[src/rtl/denumerate_pkg.sv]
// denumerate_pkg: shared types and constants for the permutation-index decoder.
// Holds the factorial helper and table, the decoder state type, and the
// number of distinct permutations of CLB_K LUT inputs.

`ifndef CLB_N
`define CLB_N 8
`endif
`ifndef CLB_M
`define CLB_M 4
`endif
`ifndef CLB_K
`define CLB_K 4
`endif

package denumerate_pkg;

  localparam int PKG_K = `CLB_K;

  // n! for small n (elaboration-time use only)
  function automatic int fact(input int n);
    int acc;
    acc = 1;
    for (int i = 2; i <= n; i++) acc = acc * i;
    return acc;
  endfunction

  // Factorial table 0!..K! packed into one constant
  function automatic logic [PKG_K:0][31:0] fact_table();
    logic [PKG_K:0][31:0] t;
    for (int i = 0; i <= PKG_K; i++) t[i] = 32'(fact(i));
    return t;
  endfunction

  localparam logic [PKG_K:0][31:0] FACT       = fact_table();
  localparam int                   PERM_COUNT = fact(PKG_K);

  typedef enum logic [1:0] {
    ST_IDLE = 2'd0,
    ST_RUN  = 2'd1,
    ST_DONE = 2'd2
  } state_t;

endpackage

[src/rtl/denumerate_nth_unused.sv]
// nth_unused: combinational selector returning the d-th (from 0) element whose
// bit is clear in the used mask, plus a one-hot mask marking that element.
// When no such element exists both outputs are zero.

module nth_unused #(
  parameter int K  = 4,
  parameter int VW = 2
) (
  input  logic [K-1:0]  i_used,
  input  logic [VW-1:0] i_d,
  output logic [VW-1:0] o_val,
  output logic [K-1:0]  o_set
);

  logic [VW:0] w_cnt;
  logic        w_found;

  // Walk the mask from the smallest element, counting free slots until d is reached
  always_comb begin
    o_val   = '0;
    o_set   = '0;
    w_cnt   = '0;
    w_found = 1'b0;
    for (int i = 0; i < K; i++) begin
      if (!i_used[i]) begin
        if (!w_found && (w_cnt == {1'b0, i_d})) begin
          o_val    = VW'(i);
          o_set[i] = 1'b1;
          w_found  = 1'b1;
        end
        w_cnt = w_cnt + 1'b1;
      end
    end
  end

endmodule

[src/rtl/denumerate.sv]
// denumerate: sequential decoder from an enumeration index back to the CLB_K
// slot LUT input permutation, one slot per cycle, valid/ready on both sides.
// Optional feature: define DENUMERATE_RANGECHK_EN to add the err output, which
// flags indices >= CLB_K! and forces the presented permutation to zero.

`ifndef CLB_N
`define CLB_N 8
`endif
`ifndef CLB_M
`define CLB_M 4
`endif
`ifndef CLB_K
`define CLB_K 4
`endif

module denumerate
  import denumerate_pkg::*;
#(
  parameter int  CLB_N     = `CLB_N,
  parameter int  CLB_M     = `CLB_M,
  parameter int  CLB_K     = `CLB_K,
  localparam int permWidth = $clog2(CLB_M + CLB_N),
  localparam int enumWidth = $clog2(fact(CLB_K) + 1)
) (
  input  logic                       clk,
  input  logic                       rst,
  input  logic                       enm_vld,
  output logic                       enm_rdy,
  input  logic [enumWidth-1:0]       enm,
  output logic                       prm_vld,
  input  logic                       prm_rdy,
`ifdef DENUMERATE_RANGECHK_EN
  output logic                       err,
`endif
  output logic [permWidth*CLB_K-1:0] prm
);

  // Width of a slot value / position counter (values 0..CLB_K-1)
  localparam int VW = (CLB_K > 1) ? $clog2(CLB_K) : 1;

  state_t                     r_state;
  logic [enumWidth-1:0]       r_rem;
  logic [CLB_K-1:0]           r_used;
  logic [VW-1:0]              r_pos;
  logic [permWidth*CLB_K-1:0] r_prm;
  logic                       r_prm_vld;
`ifdef DENUMERATE_RANGECHK_EN
  logic                       r_err;
`endif

  // Constant comparison table: w_ge[p][m] = (m * p! <= r), w_prod[p][m] = m * p!
  logic                 w_ge   [CLB_K][CLB_K];
  logic [enumWidth-1:0] w_prod [CLB_K][CLB_K];

  genvar gi, gj;
  generate
    for (gi = 0; gi < CLB_K; gi++) begin : g_pos
      assign w_ge[gi][0]   = 1'b0;
      assign w_prod[gi][0] = '0;
      for (gj = 1; gj < CLB_K; gj++) begin : g_mul
        assign w_prod[gi][gj] = enumWidth'(gj * fact(gi));
        assign w_ge[gi][gj]   = (r_rem >= w_prod[gi][gj]);
      end
    end
  endgenerate

  logic [VW-1:0]        w_d;
  logic [enumWidth-1:0] w_sub;
  logic [VW-1:0]        w_val;
  logic [CLB_K-1:0]     w_set;
  logic                 w_slot_en;

  // Digit for the current position: largest m <= pos with m*pos! <= r (clamps d to pos)
  always_comb begin
    w_d   = '0;
    w_sub = '0;
    for (int m = 1; m < CLB_K; m++) begin
      if ((VW'(m) <= r_pos) && w_ge[r_pos][m]) begin
        w_d   = VW'(m);
        w_sub = w_prod[r_pos][m];
      end
    end
  end

  nth_unused #(
    .K  (CLB_K),
    .VW (VW)
  ) u_nth_unused (
    .i_used (r_used),
    .i_d    (w_d),
    .o_val  (w_val),
    .o_set  (w_set)
  );

`ifdef DENUMERATE_RANGECHK_EN
  assign w_slot_en = !r_err;
`else
  assign w_slot_en = 1'b1;
`endif

  // Control FSM plus remainder/used/position datapath and the output register
  always_ff @(posedge clk or posedge rst) begin
    if (rst) begin
      r_state   <= ST_IDLE;
      r_rem     <= '0;
      r_used    <= '0;
      r_pos     <= '0;
      r_prm     <= '0;
      r_prm_vld <= 1'b0;
`ifdef DENUMERATE_RANGECHK_EN
      r_err     <= 1'b0;
`endif
    end else begin
      case (r_state)
        ST_IDLE: begin
          if (enm_vld) begin
            r_rem   <= enm;
            r_used  <= '0;
            r_pos   <= VW'(CLB_K - 1);
            r_prm   <= '0;
`ifdef DENUMERATE_RANGECHK_EN
            r_err   <= (enm >= enumWidth'(fact(CLB_K)));
`endif
            r_state <= ST_RUN;
          end
        end
        ST_RUN: begin
          r_rem  <= r_rem - w_sub;
          r_used <= r_used | w_set;
          if (w_slot_en)
            r_prm[permWidth*r_pos +: permWidth] <= permWidth'(w_val);
          if (r_pos == '0) begin
            r_state   <= ST_DONE;
            r_prm_vld <= 1'b1;
          end else begin
            r_pos <= r_pos - VW'(1);
          end
        end
        ST_DONE: begin
          if (prm_rdy) begin
            r_state   <= ST_IDLE;
            r_prm_vld <= 1'b0;
          end
        end
        default: begin
          r_state   <= ST_IDLE;
          r_prm_vld <= 1'b0;
        end
      endcase
    end
  end

  assign enm_rdy = (r_state == ST_IDLE);
  assign prm_vld = r_prm_vld;
  assign prm     = r_prm;
`ifdef DENUMERATE_RANGECHK_EN
  assign err     = r_err;
`endif

endmodule

[config.mk]
export PLATFORM = sky130hd
export DESIGN_NAME = denumerate
export DESIGN_NICKNAME = d
export VERILOG_FILES = /design/src/rtl/denumerate_pkg.sv /design/src/rtl/denumerate_nth_unused.sv /design/src/rtl/denumerate.sv
export SDC_FILE = /design/constraint.sdc
export NUM_CORES = 1
export LEC_CHECK = 0
export BUFFER_PORTS_ARGS = -buffer_cell sky130_fd_sc_hd__buf_2
export CAP_MARGIN = 0
export CORE_ASPECT_RATIO = 1.1
export CORE_MARGIN = 1
export CORE_UTILIZATION = 51
export CTS_CLUSTER_SIZE = 10
export DETAILED_ROUTE_END_ITERATION = 8
export MAX_ROUTING_LAYER = met4
export PLACE_DENSITY_LB_ADDON = 0.25
export SLEW_MARGIN = 40
export SYNTH_ARGS = -nofsm -noshare
export SYNTH_HDL_FRONTEND = slang
export SYNTH_SLANG_ARGS = --single-unit
[constraint.sdc]
create_clock -name clk -period 2.6 [get_ports clk]
set_input_delay 0.78 -clock clk [delete_from_list [all_inputs] [get_ports clk]]
set_output_delay 0.78 -clock clk [all_outputs]
set_load 0.01 [all_outputs]
==> impl_metrics.ini, run 1 <==
[run_status]
status = complete, but fails checks
violations = negative setup slack

[setup_path]
cpMostUsedCell = a21oi_2
worst-r2r-setup-slack_ns = -0.12
cp-start-kind = flip-flop
rr_startpoint = r_rem[1]$_DFFE_PP0P_
crit_type = flip-flop to flip-flop
crit_arrival_ns = 2.92
critPathMaxStageDelay_ns = 0.52
cp_cell_sequence = buf_6 > a21boi_1 > o211ai_1 > and2_4 > a21oi_2 > nor2_1 > ha_2 > inv_2 > fa_2 > a21o_1 > a21oi_2 > xnor2_1 > a22oi_1 > o21ai_1
crit_family = compound AO/OA/AOI/OAI gates
cp.buffers_inverters = 2
reg2regPathDepth = 14
rr_endpoint = r_rem[4]$_DFFE_PP0P_
cpMaxStageDelayCell = dfrtp_2
cp.required_ns = 2.80
cp_max_fo = 6
worstSetupEndpointType = flip-flop

[flow_run]
maxCapViolCount = 0

[grt]
grt_pass1_wl_mm = 7.81
grt_busiest_layer = met2
grt_max_degree = 23
grt_overflow = 0
grt_antenna_before_repair = 0
grt_pass1_vias = 1712
grt_util_all_layers = 0.279
grt_util_met3 = 0.0364
use_met2 = 0.434
grtUsageMet1 = 0.376

[timing]
fmax_ghz = 0.367
finalCritPeriodShare = 1.05
setup_ws_ns = -0.121
fin_setup_tns_ns = -0.125
finalHoldViolCount = 0
rsz0062_at_grt = yes
setup_violations = 2
period_needed_ns = 2.72
drv_slew = 0
finClkSkew_ns = 0.00584

[die]
fp.dieW_um = 58.2
die-height_um = 63.8
start_util = 0.532
coreArea_um2 = 3330
rows = 22
io_pins = 27
dieArea_um2 = 3710

[layout]
synthToLayoutAreaGrowth_pct = 36.2
nets = 283
drive_gt1_frac = 0.416
layout.cells.most_common = buf_4
fill_cells = 257
num_antenna_cells = 0
final_cell_mix = buf_4, nand2_1, buf_2, dfrtp_1, nor2_1

[clocking]
cts_buffers = 3
cts_tree = built
clock_latency_ns = 0.31
cts_root_buf = clkbuf_4
cts_max_level = 1
cts_sinks = 22
hold_buffers = 0
path_clk_slew_ns = 0.13
cts_buffer_depth = 2

[yosys]
synth_seq_cells = 22
yosys-top-cells-area = dfrtp_1, ha_1, nand2_1
syn_area_um2 = 1770
ys.flop_type = dfrtp_1
synth_top_area_cell = dfrtp_1
synth_async_sr_flop_share = 1.00
postSynthCellCount = 205
ys_warn_count = 0
synth_edf_count = 0
yosysSeqAreaShare = 0.311
yosysTopAreaCellShare = 0.311
syn_avg_cell_area_um2 = 8.64
yosysUniqueCellTypes = 55

[route]
dr.pass1.iters = 4
vias_per_cell = 5.62
antenna_left = 0
drt_wl_total_mm = 4.94
first_iter_violations = 107
drc_errors = 0
wire_per_inst_um = 15.9
vias = 1742

[placed_design]
dpl.hpwl_mm = 3.51
io_buffers = 18
gp_congestion = 0.888

[hold_path]
hp-class = input pin to async pin
-- registers in the layout, indices dropped and copies added, names as in the netlist --
| register | count |
|---|---|
| prm | 8 |
| r_rem | 5 |
| r_used | 4 |
| r_pos | 2 |
| r_state | 2 |
| prm_vld | 1 |
-- routing by layer --
metal | share of wire | wire (µm)
met4 | 0.015 | 73
met2 | 0.51 | 2520
met1 | 0.43 | 2140
met5 | 0 | 0
met3 | 0.042 | 208
-- kinds of logic (layout without fill, tap and decap cells) --
family,count (synthesis),in the layout,share of synthesized area
compound gates,73,73,0.322
simple gates,66,66,0.181
buf+inv,27,77,0.0763
flops,22,22,0.311
fa+ha+maj,12,12,0.0883
xor+xnor,4,4,0.0198
other cells,1,8,0.00212
-- worst max-delay path by stage --
stage	startpoint	cells past startpoint	end	slack, ns
after floorplan	r_pos[0]$_DFFE_PP0P_	14	r_rem[4]$_DFFE_PP0P_	0.005
after global placement	r_rem[3]$_DFFE_PP0P_	11	r_rem[3]$_DFFE_PP0P_	-0.12
after detailed placement	r_rem[3]$_DFFE_PP0P_	11	r_rem[3]$_DFFE_PP0P_	-0.28
after CTS	r_pos[0]$_DFFE_PP0P_	14	r_rem[4]$_DFFE_PP0P_	-0.07
after global routing	r_rem[1]$_DFFE_PP0P_	14	r_rem[4]$_DFFE_PP0P_	-0.29
final	r_rem[1]$_DFFE_PP0P_	14	r_rem[4]$_DFFE_PP0P_	-0.12
-- cells in the mapped netlist (all sizes together), types with 2 or more instances --
cell type	n
nor2	14
a2bb2oi	3
nor2b	4
a2111oi	2
or3	2
o311ai	2
buf	11
a22oi	6
a32o	2
or2	4
a21boi	2
xor2	2
a21oi	9
o21a	3
o211ai	7
nand2	23
o21ai	17
o21bai	2
a31oi	2
dfrtp	22
nand2b	2
a21o	5
xnor2	2
o41ai	2
ha	10
clkbuf	5
inv	11
nand3	10
-- worst register-to-register path, stage by stage (launching register included) --
cell and delay (ns):
dfrtp_2 0.52, buf_6 0.13, a21boi_1 0.06, o211ai_1 0.27
and2_4 0.21, a21oi_2 0.05, nor2_1 0.09, ha_2 0.18
inv_2 0.04, fa_2 0.35, a21o_1 0.20, a21oi_2 0.17
xnor2_1 0.09, a22oi_1 0.16, o21ai_1 0.08
-- repair_timing --
action,CTS,global route
gates resized for setup,11,28
setup endpoints to repair,6,12
cloned,0,0
setup buffers,4,6
pin swaps,4,17
-- final cells by class --
type | instances | area (µm²) | area share
Timing Repair Buffer | 62 | 428 | 0.177
Multi-Input combinational cell | 163 | 1290 | 0.533
Clock buffer | 4 | 36.3 | 0.0150
Sequential cell | 22 | 558 | 0.231
Tap cell | 48 | 60.1 | 0.0249
Inverter | 11 | 43.8 | 0.0181
-- per-stage QoR --
| stage | hold slack, ns | cell area (µm²) | cells | util | setup slack, ns |
|---|---|---|---|---|---|
| 2_1_floorplan | 0.467 | 1830 | 212 | - | 0.00487 |
| 3_3_place_gp | 0.464 | 2140 | 298 | 0.644 | -0.120 |
| 3_5_place_dp | 0.468 | 2140 | 298 | 0.644 | -0.278 |
| 4_1_cts | 0.488 | 2240 | 306 | 0.673 | -0.0663 |
| 5_1_grt | 0.501 | 2410 | 310 | 0.725 | -0.294 |
| 6_report | 0.481 | 2410 | 310 | 0.725 | -0.121 |
Power of run 1 is not shown: default switching activity piles up to over one toggle a cycle in this logic, so the estimate is an artifact.
==> run 2, diff against run 1 <==
--- a/config.mk
+++ b/config.mk
@@ -7,9 +7,9 @@
 export LEC_CHECK = 0
 export BUFFER_PORTS_ARGS = -buffer_cell sky130_fd_sc_hd__buf_2
 export CAP_MARGIN = 0
-export CORE_ASPECT_RATIO = 1.1
+export CORE_ASPECT_RATIO = 1.5
 export CORE_MARGIN = 1
-export CORE_UTILIZATION = 51
+export CORE_UTILIZATION = 50
 export CTS_CLUSTER_SIZE = 10
 export DETAILED_ROUTE_END_ITERATION = 8
 export MAX_ROUTING_LAYER = met4
@@ -17,4 +17,5 @@
 export SLEW_MARGIN = 40
 export SYNTH_ARGS = -nofsm -noshare
 export SYNTH_HDL_FRONTEND = slang
+export SYNTH_HIERARCHICAL = 1
 export SYNTH_SLANG_ARGS = --single-unit
==> impl_metrics.ini, run 2 <==
[timing]
drv_slew = 0
worst_pin_slew_ns = 0.573
finalHoldViolCount = 0
finalCritPeriodShare = 1.01
holdWs_ns = 0.492
rsz0062_at_grt = yes
setup_violations = 1
period_needed_ns = 2.63
setup_ws_ns = -0.0340
finClkSkew_ns = 0.00224
relSlewSlack = 0.618
fmax_ghz = 0.380

[clocking]
hold_buffers = 0
path_clk_slew_ns = 0.09
cts_buffers = 3
cts_root_buf = clkbuf_8
cts_tree = built
cts_max_level = 1
cts_buffer_depth = 2
clock_latency_ns = 0.27
cts_sinks = 22

[yosys]
synth_compound_area_frac = 0.229
yosys-top-cells-count = dfrtp_1, nor2_1, a21oi_1, ha_1
yosysUniqueCellTypes = 51
synth_edf_count = 0
synthSimpleGateAreaFrac = 0.189
synth_seq_cells = 22
ys_warn_count = 6
yosysTopAreaCellShare = 0.341
postSynthCellCount = 172
synth.most_common_cell = dfrtp_1
muxShareOfSynthArea = 0.00620
synth_top_family_by_area = compound AO/OA/AOI/OAI gates
synthXorXnorAreaFrac = 0.0434
synth_async_sr_flop_share = 1.00
yosys-top-cells-area = dfrtp_1, ha_1, a21oi_1
synth_top_area_cell = dfrtp_1
synthAdderAreaFrac = 0.109
syn_area_um2 = 1620
ys.flop_type = dfrtp_1
syn_avg_cell_area_um2 = 9.39
yosysSeqAreaShare = 0.341

[setup_path]
worst-r2r-setup-slack_ns = -0.03
rr_endpoint = r_rem[4]$_DFFE_PP0P_
crit_arrival_ns = 2.79
cp_max_fo = 5
crit_family = compound AO/OA/AOI/OAI gates
cp.buffers_inverters = 0
cpMaxStageDelayCell = dfrtp_2
crit_type = flip-flop to flip-flop
cp-start-kind = flip-flop
critPathMaxStageDelay_ns = 0.46
cp.required_ns = 2.75
reg2regPathDepth = 11
cp_cell_sequence = and2_2 > o311ai_4 > o41a_4 > nand2_1 > o22ai_4 > ha_1 > a21o_1 > a21oi_2 > xnor2_2 > xnor2_1 > o211ai_2
worstSetupEndpointType = flip-flop
rr_startpoint = r_rem[1]$_DFFE_PP0P_

[die]
dieArea_um2 = 3470
rows = 24
start_util = 0.538
fp.dieW_um = 48.4
coreArea_um2 = 3000
io_pins = 27
die-height_um = 71.6

[flow_run]
maxCapViolCount = 0

[run_status]
violations = negative setup slack
status = complete, but fails checks

[route]
drt_wl_total_mm = 4.32
dr.pass1.iters = 4
antenna_left = 0
wire_per_inst_um = 17.0
vias = 1452
drc_errors = 0
vias_per_cell = 5.72
first_iter_violations = 38

[layout]
nets = 236
final_core_util = 0.710
num_antenna_cells = 0
layout.cells.most_common = buf_4
synthToLayoutAreaGrowth_pct = 32.0
largest_reg_flops = 8
final_cell_mix = buf_4, dfrtp_1, nor2_1, buf_2, a21oi_1
drive_gt1_frac = 0.414
fin_area_um2 = 2130

[grt]
grt_pass1_wl_mm = 6.73
grt_util_all_layers = 0.264
grt_max_degree = 23
grt_antenna_before_repair = 0
grt_pass1_vias = 1457
grt_overflow = 0

[hold_path]
hp-class = flip-flop to flip-flop
hp-start = prm_vld$_DFFE_PP0P_
hold_path_end = prm_vld$_DFFE_PP0P_
hold_depth = 1

[placed_design]
gp_congestion = 0.845
placed_cell_area_um2 = 1820
io_buffers = 18
dpl.hpwl_mm = 2.82
==> run 2: logic make-up (layout without fill, tap and decap cells) <==
group,count (synthesis),in the layout
simple gates,54,54
fa+ha+maj,14,14
mux,1,1
buf+inv,21,57
other cells,1,8
xor+xnor,8,8
flops,22,22
compound gates,51,51
==> run 2: final cells by class <==
type,instances,area [µm²]
multi-input combinational,136,1120
fill,224,871
sequential,22,553
timing repair buffer,45,305
tap,39,48.8
clock buffer,3,41.3
clock inverter,1,30.0
inverter,8,30.0
==> run 2: worst max path at each step <==
| stage | start | endpoint | cells after the start |
|---|---|---|---|
| 2_1_floorplan | r_pos[1]$_DFFE_PP0P_ | r_rem[4]$_DFFE_PP0P_ | 11 |
| 3_3_place_gp | r_rem[2]$_DFFE_PP0P_ | r_rem[4]$_DFFE_PP0P_ | 11 |
| 3_5_place_dp | r_pos[0]$_DFFE_PP0P_ | prm[0]$_DFFE_PP0P_ | 10 |
| 4_1_cts | r_rem[4]$_DFFE_PP0P_ | prm[0]$_DFFE_PP0P_ | 10 |
| 5_1_grt | r_rem[1]$_DFFE_PP0P_ | r_rem[4]$_DFFE_PP0P_ | 11 |
| 6_report | r_rem[1]$_DFFE_PP0P_ | r_rem[4]$_DFFE_PP0P_ | 11 |
==> run 2: routing by layer <==
metal,vias to the layer above,share of wire,track usage
met1,705,0.36,0.265
met5,-,0,-
li1,682,-,-
met2,54,0.57,0.504
met3,11,0.045,0.0340
met4,0,0.025,0.114
==> run 2: through the flow <==
step / setup slack, ns / std cells / TNS (ns)
2_1_floorplan: 0.0317 / 179 / 0
3_3_place_gp: -0.0301 / 239 / -0.0301
3_5_place_dp: -0.0957 / 239 / -0.318
4_1_cts: 0.000137 / 248 / 0
6_report: -0.0340 / 254 / -0.0340
5_1_grt: -0.132 / 254 / -0.510
==> run 2: worst register-to-register path, cell delays in order, from the launching register on <==
cell and delay, ns:
dfrtp_2 0.46, and2_2 0.24, o311ai_4 0.31, o41a_4 0.25, nand2_1 0.11, o22ai_4 0.15, ha_1 0.27, a21o_1 0.19
a21oi_2 0.16, xnor2_2 0.13, xnor2_1 0.15, o211ai_2 0.09
==> run 2: repair_timing <==
| action | 4_1_cts | 5_1_grt |
|---|---|---|
| pin swaps | 6 | 9 |
| resized for setup | 13 | 21 |
| setup endpoints to repair | 9 | 11 |
| buffers inserted | 5 | 6 |
Power of run 2 is left out for the same reason.
